### src/rtl/seq_addsub_flags_pkg.sv
// seq_addsub_flags_pkg: FSM state encoding and WIDTH/CHUNK legality check shared by the adder.
`ifndef SEQ_ADDSUB_FLAGS_PKG_SV
`define SEQ_ADDSUB_FLAGS_PKG_SV
`define SAF_LEGAL(w, c) ((c) >= 1 && (c) <= (w) && (w) >= 2 && ((w) % (c)) == 0)
package seq_addsub_flags_pkg;
   typedef enum logic [1:0] {IDLE = 2'd0, RUN = 2'd1, DONE = 2'd2} state_t;
endpackage
`endif

### src/rtl/seq_addsub_flags_adder_chunk.sv
// seq_addsub_flags_adder_chunk: combinational CHUNK-bit ripple-carry adder built from full-adder cells.
module seq_addsub_flags_adder_chunk #(
   parameter int CHUNK = 4
) (
   input  logic [CHUNK-1:0] a,
   input  logic [CHUNK-1:0] b,
   input  logic             cin,
   output logic [CHUNK-1:0] sum,
   output logic             cout
);
   logic [CHUNK:0] c;
   assign c[0] = cin;
   for (genvar i = 0; i < CHUNK; i++) begin : g_fa
      assign sum[i]   = a[i] ^ b[i] ^ c[i];
      assign c[i + 1] = (a[i] & b[i]) | (c[i] & (a[i] ^ b[i]));
   end
   assign cout = c[CHUNK];
endmodule

### src/rtl/seq_addsub_flags.sv
// seq_addsub_flags: multi-cycle add/sub processing CHUNK bits per cycle, with registered condition flags.
module seq_addsub_flags
   import seq_addsub_flags_pkg::*;
#(
   parameter int WIDTH = 16,
   parameter int CHUNK = 4
) (
   input  logic             clk,
   input  logic             rst_n,
   input  logic             start,
   input  logic             sub,
   input  logic [WIDTH-1:0] a,
   input  logic [WIDTH-1:0] b,
   output logic             busy,
   output logic             done,
   output logic [WIDTH-1:0] sum,
   output logic             carry,
   output logic             zero,
   output logic             sign,
   output logic             parity,
   output logic             overflow
);
   localparam int N  = WIDTH / CHUNK;
   localparam int IW = N > 1 ? $clog2(N) : 1;
   if (!`SAF_LEGAL(WIDTH, CHUNK)) begin : g_illegal
      $error("seq_addsub_flags: WIDTH must be >= 2 and a multiple of CHUNK");
   end
   state_t           state, state_nxt;
   logic [IW-1:0]    idx;
   logic [WIDTH-1:0] ra, rb, acc, acc_nxt;
   logic [CHUNK-1:0] cs;
   logic             cy, cout, last;
   assign last = idx == IW'(N - 1);
   assign busy = state == RUN;
   assign done = state == DONE;
   seq_addsub_flags_adder_chunk #(.CHUNK(CHUNK)) u_adder_chunk (
      .a    (ra[idx*CHUNK +: CHUNK]),
      .b    (rb[idx*CHUNK +: CHUNK]),
      .cin  (cy),
      .sum  (cs),
      .cout (cout)
   );
   always_comb begin
      acc_nxt                     = acc;
      acc_nxt[idx*CHUNK +: CHUNK] = cs;
   end
   always_comb state_nxt = state == IDLE ? (start ? RUN : IDLE) : state == RUN ? (last ? DONE : RUN) : IDLE;
   always_ff @(posedge clk)
      if (!rst_n) state <= IDLE;
      else        state <= state_nxt;
   // Flags are captured from the completed accumulator on the final step, so outputs never show partial sums.
   always_ff @(posedge clk)
      if (!rst_n) begin
         idx      <= '0;
         sum      <= '0;
         carry    <= 1'b0;
         zero     <= 1'b0;
         sign     <= 1'b0;
         parity   <= 1'b0;
         overflow <= 1'b0;
      end else if (state == IDLE && start) begin
         ra  <= a;
         rb  <= b ^ {WIDTH{sub}};
         cy  <= sub;
         idx <= '0;
      end else if (state == RUN) begin
         acc <= acc_nxt;
         cy  <= cout;
         idx <= idx + 1'b1;
         if (last) begin
            sum      <= acc_nxt;
            carry    <= cout;
            zero     <= acc_nxt == '0;
            sign     <= acc_nxt[WIDTH-1];
            parity   <= ~^acc_nxt;
            overflow <= (ra[WIDTH-1] == rb[WIDTH-1]) && (acc_nxt[WIDTH-1] != ra[WIDTH-1]);
         end
      end
endmodule

### config.mk
export PLATFORM = sky130hd
export DESIGN_NAME = seq_addsub_flags
export DESIGN_NICKNAME = d
export VERILOG_FILES = /design/src/rtl/seq_addsub_flags_pkg.sv /design/src/rtl/seq_addsub_flags_adder_chunk.sv /design/src/rtl/seq_addsub_flags.sv
export SDC_FILE = /design/constraint.sdc
export NUM_CORES = 1
export LEC_CHECK = 0
export CORE_ASPECT_RATIO = 0.75
export CORE_MARGIN = 2
export CORE_UTILIZATION = 30
export CTS_BUF_LIST = sky130_fd_sc_hd__clkbuf_16
export CTS_CLUSTER_DIAMETER = 50
export CTS_CLUSTER_SIZE = 24
export DETAILED_ROUTE_END_ITERATION = 10
export PLACE_DENSITY_LB_ADDON = 0.2
export SYNTH_ARGS = -nofsm -noshare
export SYNTH_HDL_FRONTEND = slang
export SYNTH_HIERARCHICAL = 1
export SYNTH_SLANG_ARGS = --single-unit
### constraint.sdc
create_clock -name clk -period 5.45 [get_ports clk]
set_input_delay 1.3625 -clock clk [delete_from_list [all_inputs] [get_ports clk]]
set_output_delay 1.3625 -clock clk [all_outputs]
set_load 0.02 [all_outputs]
==> reports/results.md, run 1 <==
* **outcome** completed
* **initial cell density of the core** 0.310
* **setup TNS** 0 ns
* **Min Clock Period, post-route** 4.52 ns
* **pin count of the biggest net entering global routing** 36
* **top library cells by usage in the layout, fill and taps aside** 58 x clkdlybuf4s50_1, 49 x edfxtp_1, 30 x inv_1, 24 x dfxtp_1, 19 x xor2_1
* **leading register cell type out of synthesis** edfxtp_1
* **count of vias placed by the detailed router** 2133
* **compound-cell area share of the yosys netlist** 0.101
* **final estimated routing congestion in global placement** 0.808
* **GRT Overall Usage** 0.125
* **share of post-route cells with drive strength above 1** 0.0890
* **kind of cell with the highest combined delay on the critical path** adder cells
* **First-pass DRT Iterations** 4
* **Setup Fix Bufs, Post-CTS** 0
* **synthesized instance count** 273
* **peak supply drop** 0.128 mV
* **number of flops mapped to enable cells by yosys** 49
* **synthesized-area fraction occupied by xor and xnor cells** 0.0641
* **Netlist Area Pre-Place** 3410 µm²
* **maximum single-stage delay on the critical path** 0.55 ns
* **async set-reset flop share out of synthesis** 0
* **global-route congestion overflow total** 0
* **detailed-placement wirelength estimate** 5050 µm
* **Vias per Instance** 4.47
* **data arrival time at the worst-slack endpoint** 4.68 ns
* **fraction of the cycle the final worst path needs** 0.829
* **relative max-transition margin** 0.194
* **sort of element at the start of the critical path** flop
* **Layout Skew** 0.00737 ns
* **Buffers & Inverters on Critical Path** 5
* **Antenna Nets Post-Route** 0
* **net count after synthesis** 326
* **clock-pin slew on the worst setup and hold paths** 0.06 ns
* **dominant cell type by area after synthesis** edfxtp_1
* **relative area change from synthesis to final layout** 28.8%
* **endpoint of the worst-slack reg-to-reg timing path** parity
* **number of buffers created by CTS** 9
* **Cells on Worst Hold Path** 2
* **Slowest cell on crit path** mux4_2
* **worst setup slack for register-to-register paths** 0.93 ns
* **count of placed standard cells including taps** 461
* **post-DR wirelength/cell** 14.9 µm
* **number of max-capacitance violations reported** 0
* **CTS max path bufs** 2
* **number of antenna violations at the first check in global routing** 0
* **crit path cell chain** buf_4 -> mux4_2 -> fa_1 -> inv_1 -> fa_1 -> inv_1 -> fa_1 -> inv_1 -> fa_1 -> inv_1 -> nor2b_1 -> a31oi_1 -> ha_1 -> xnor2_1 -> xnor2_1 -> xnor2_1 -> xnor2_1 -> a21oi_1
* **hold buffer count at cts** 0
* **Final setup violation count** 0
* **clock insertion delay at the later pin of the skew report** 0.33 ns
* **worst min-delay path category** flop to flop
* **number of sinks handled by clock tree synthesis** 73
* **flip-flop and latch count after synthesis** 73
* **Max Freq** 221 MHz
* **number of global-route vias before repair** 2185
* **fraction of the yosys area taken by sequential cells** 0.572
* **final slew viol count** 0
* **distinct cell type count after synthesis** 36
* **hold violation count in the final report** 0
* **FP Rows** 33
* **wire length of the first global-routing pass** 11700 µm
* **library cell used as clock root buffer** clkbuf_16
* **number of nets in the finished design** 385
* **end point of the most critical hold path** zero
* **worst reg-to-reg path cell count** 18
* **worst slew pin tran** 1.21 ns
* **startpoint of the tightest hold check path** zero
* **combinational family with the most area after synthesis** compound AO/OA/AOI/OAI gates
* **critical path fanouts, max** 14
* **width of the die** 127 µm
* **Cell Count, Final, Fillers Out** 477
* **critical register-to-register path startpoint** idx[0]
* **power density over the cells** 331 nW/µm²
* **yosys synthesis warning count** 6
* **unrepaired setup endpoints after global routing** false
* **crit end category** flop
* **most common cell after layout, fill and taps aside** clkdlybuf4s50_1
* **count of H-tree levels built during CTS** 3
* **Post-route DRC** 0
* **die height** 96.4 µm
* **portion of netlist area occupied by mux cells** 0.0561
* **post-cts sizing count** 0
* **leakage dissipation** 1.75 nW
* **mean instance size in the synthesized netlist** 12.5 µm²
* **core region area** 11000 µm²
* **post-detailed-routing wire length** 7100 µm
* **fraction of synthesized cell area taken by the top area cell type** 0.431
* **dominant cells by area after synthesis** edfxtp_1 43%, dfxtp_1 14%, mux4_2 5.3%
* **path type of the worst setup path** flop to flop
* **DRT iter0 DRCs** 130
* **basic-gate share of the synthesized area counting and, or, nand and nor cells** 0.0839
* **full die area** 12300 µm²
* **CTS tree** built
* **diodes inserted** 0
* **Port Buffers** 58
* **count of pins on the block boundary** 59
* **synthesized-area fraction occupied by adder cells** 0.0711
* **worst path required time** 5.61 ns
[layout make-up]
cell class	count	area [µm²]
inverter	30	113
multi-input combinational	157	1280
sequential	73	1950
tap	140	175
fill	1047	6630
clock inverter	7	45.0
clock buffer	9	225
timing repair buffer	61	603
[synthesized netlist by cell type, types with 3 or more instances]
| master | n |
|---|---|
| edfxtp_1 | 49 |
| inv_1 | 29 |
| dfxtp_1 | 24 |
| xor2_1 | 19 |
| nor2b_1 | 18 |
| a21oi_1 | 17 |
| nand2_1 | 17 |
| o21ai_0 | 14 |
| ha_1 | 13 |
| a31oi_1 | 8 |
| mux4_2 | 8 |
| o211a_1 | 8 |
| nor2_1 | 7 |
| xnor2_1 | 6 |
| clkbuf_1 | 5 |
| buf_2 | 4 |
| fa_1 | 4 |
| a21boi_0 | 3 |
| buf_4 | 3 |
[sequential cells by signal (all words and copies together) (netlist names), 2 cells and up]
register,flops
state,2
rb,16
acc,16
ra,16
sum,16
idx,2
[tightest hold or removal path, stage by stage, from the launching register on]
cell	delay [ns]
dfxtp_1	0.32
nand2_1	0.05
a21boi_0	0.06
[cells by family after synthesis]
group / Yosys count
AO/OA/AOI/OAI: 54
buffers and inverters: 43
XOR/XNOR: 25
adder cells (fa/ha/maj): 17
multiplexers: 9
AND/OR/NAND/NOR: 52
flip-flops: 73
[metal layers]
| metal | share of wire | vias up | global-route usage |
|---|---|---|---|
| li1 | - | 1075 | - |
| met4 | 0.0075 | 0 | 0.0302 |
| met3 | 0.043 | 5 | 0.0385 |
| met2 | 0.42 | 51 | 0.182 |
| met1 | 0.53 | 1002 | 0.181 |
| met5 | 0 | - | 0 |
[stage by stage]
stage	hold WS, ns	util	instance area (µm²)	worst slack (ns)	total power (W)
floorplan	0.526	-	3410	1.11	0.000845
global placement	0.481	0.374	4130	0.973	0.000934
detailed placement	0.480	0.374	4130	0.882	0.000937
CTS	0.485	0.399	4400	0.874	0.00148
global route	0.508	0.399	4400	0.589	0.00152
finish	0.476	0.399	4400	0.930	0.00145
[worst max-delay path by stage]
stage / from / to / slack [ns] / depth (start not counted)
after floorplan: idx[0] / parity / 1.11 / 18
after global placement: idx[0] / parity / 0.97 / 18
after detailed placement: idx[0] / parity / 0.88 / 18
after CTS: idx[0] / parity / 0.87 / 18
after global routing: idx[0] / parity / 0.59 / 18
final: idx[0] / parity / 0.93 / 18
[report_power, final]
part / internal, W / switching, W
registers: 0.000626 / 0.00000876
logic: 0.000132 / 0.000157
clock network: 0.000307 / 0.000224
Power figures use the tool's default switching activity.
==> run 2, diff against run 1 <==
Clock period 5.45 ns to 4 ns, I/O delays scaled along.
==> reports/results.md, run 2 (synthesis results as in run 1) <==
* **outcome** completed
* **GRT Overall Usage** 0.131
* **Final setup violation count** 0
* **global-route congestion overflow total** 0
* **worst min-delay path category** flop to flop
* **wire length of the first global-routing pass** 12100 µm
* **number of buffers created by CTS** 9
* **number of nets in the finished design** 391
* **First-pass DRT Iterations** 4
* **Cell Count, Final, Fillers Out** 483
* **worst slew pin tran** 1.14 ns
* **library cell used as clock root buffer** clkbuf_16
* **count of H-tree levels built during CTS** 3
* **count of placed standard cells including taps** 466
* **hold buffer count at cts** 0
* **pre-CTS setup slack** 0.0488 ns
* **diodes inserted** 0
* **detailed-placement wirelength estimate** 5110 µm
* **CTS max path bufs** 2
* **Min Clock Period, post-route** 3.80 ns
* **Layout Skew** 0.00506 ns
* **full die area** 12300 µm²
* **leakage dissipation** 1.79 nW
* **die height** 96.4 µm
* **final estimated routing congestion in global placement** 0.797
* **power density over the cells** 450 nW/µm²
* **relative max-transition margin** 0.243
* **post-layout power** 0.00202 W
* **critical path fanouts, max** 3
* **worst path required time** 4.16 ns
* **number of sinks handled by clock tree synthesis** 73
* **most common cell type on the critical path** xnor2_1
* **post-detailed-routing wire length** 7300 µm
* **Port Buffers** 58
* **pin count of the biggest net entering global routing** 36
* **crit end category** flop
* **crit path cell chain** mux4_2 -> fa_2 -> inv_2 -> fa_1 -> inv_1 -> fa_2 -> inv_2 -> fa_1 -> inv_1 -> nor2b_4 -> a31oi_4 -> ha_4 -> xnor2_2 -> xnor2_1 -> xnor2_1 -> xnor2_1 -> a21oi_1
* **post-DR wirelength/cell** 15.1 µm
* **number of max-capacitance violations reported** 0
* **Post-route DRC** 0
* **FP Rows** 33
* **Worst Hold Margin** 0.463 ns
* **cell area after layout** 4500 µm²
* **Slowest cell on crit path** mux4_2
* **initial cell density of the core** 0.310
* **peak supply drop** 0.203 mV
* **width of the die** 127 µm
* **CTS tree** built
* **relative area change from synthesis to final layout** 31.8%
* **Vias per Instance** 4.48
* **hold violation count in the final report** 0
* **Max Freq** 263 MHz
* **top library cells by usage in the layout, fill and taps aside** 58 x clkdlybuf4s50_1, 49 x edfxtp_1, 28 x inv_1, 23 x dfxtp_1, 19 x xor2_1
* **Antenna Nets Post-Route** 0
* **final slew viol count** 0
* **number of antenna violations at the first check in global routing** 0
* **data arrival time at the worst-slack endpoint** 3.96 ns
* **Worst Setup Slack, final** 0.203 ns
* **count of pins on the block boundary** 59
* **DRT iter0 DRCs** 104
* **path type of the worst setup path** flop to flop
* **count of vias placed by the detailed router** 2164
* **most common cell after layout, fill and taps aside** clkdlybuf4s50_1
* **share of post-route cells with drive strength above 1** 0.131
* **core region area** 11000 µm²
* **clock insertion delay at the later pin of the skew report** 0.33 ns
* **maximum single-stage delay on the critical path** 0.52 ns
* **sort of element at the start of the critical path** flop
* **unrepaired setup endpoints after global routing** true
* **number of global-route vias before repair** 2314
* **fraction of the cycle the final worst path needs** 0.949
* **clock-pin slew on the worst setup and hold paths** 0.06 ns
* **area after detailed placement** 4180 µm²
==> run 2: layout make-up <==
type	count	area, µm²
multi-input combinational	157	1330
tap	140	175
clock inverter	7	46.3
timing repair buffer	67	652
clock buffer	9	225
fill	1048	6530
inverter	30	113
sequential	73	1960
==> run 2: metal layers <==
metal | global-route usage | part of all wire
met5 | 0 | 0
met4 | 0.0522 | 0.014
met3 | 0.0385 | 0.035
met2 | 0.188 | 0.42
met1 | 0.186 | 0.53
==> run 2: report_power, final <==
| part | internal, W | switching, W |
|---|---|---|
| Clock | 0.000418 | 0.000309 |
| Sequential | 0.000853 | 0.0000125 |
| Combinational | 0.000206 | 0.000224 |
| Total | 0.00148 | 0.000545 |
==> run 2: through the flow <==
stage | util | setup TNS (ns)
3_3_place_gp | 0.379 | 0
3_5_place_dp | 0.379 | 0
4_1_cts | 0.403 | 0
6_report | 0.408 | 0
5_1_grt | 0.408 | -0.0297
2_1_floorplan | - | 0
==> run 2: path summary, 6_finish.rpt <==
kind / slack (ns) / end / from / depth (start not counted)
max: 0.20 / parity / idx[0] / 17
min: 0.46 / zero / zero / 2
max reg2reg: 0.20 / parity / idx[0] / 17
min reg2reg: 0.46 / zero / zero / 2
==> run 2: timing repair <==
action                     CTS  global route
buffers inserted             0             1
resized for setup            0             9
setup endpoints to repair    0             1
==> run 2: worst max-delay path: cells and delay by family (launching register included) <==
family                     cells  cell delay (ns)
AOI/OAI and AO/OA              2             0.20
xor gates and xnor gates       4             0.60
adders and majority gates      5             1.53
buffers and inverters          4             0.25
DFF                            1             0.37
muxes                          1             0.52
and+or+nand+nor                1             0.18
==> run 3, diff against run 2 <==
Settings changed: ABC_CLOCK_PERIOD_IN_PS set to 4000, HOLD_SLACK_MARGIN set to 0.03.
==> results of run 3 <==
The final DEF is identical to that of run 2; final timing and power are the same.
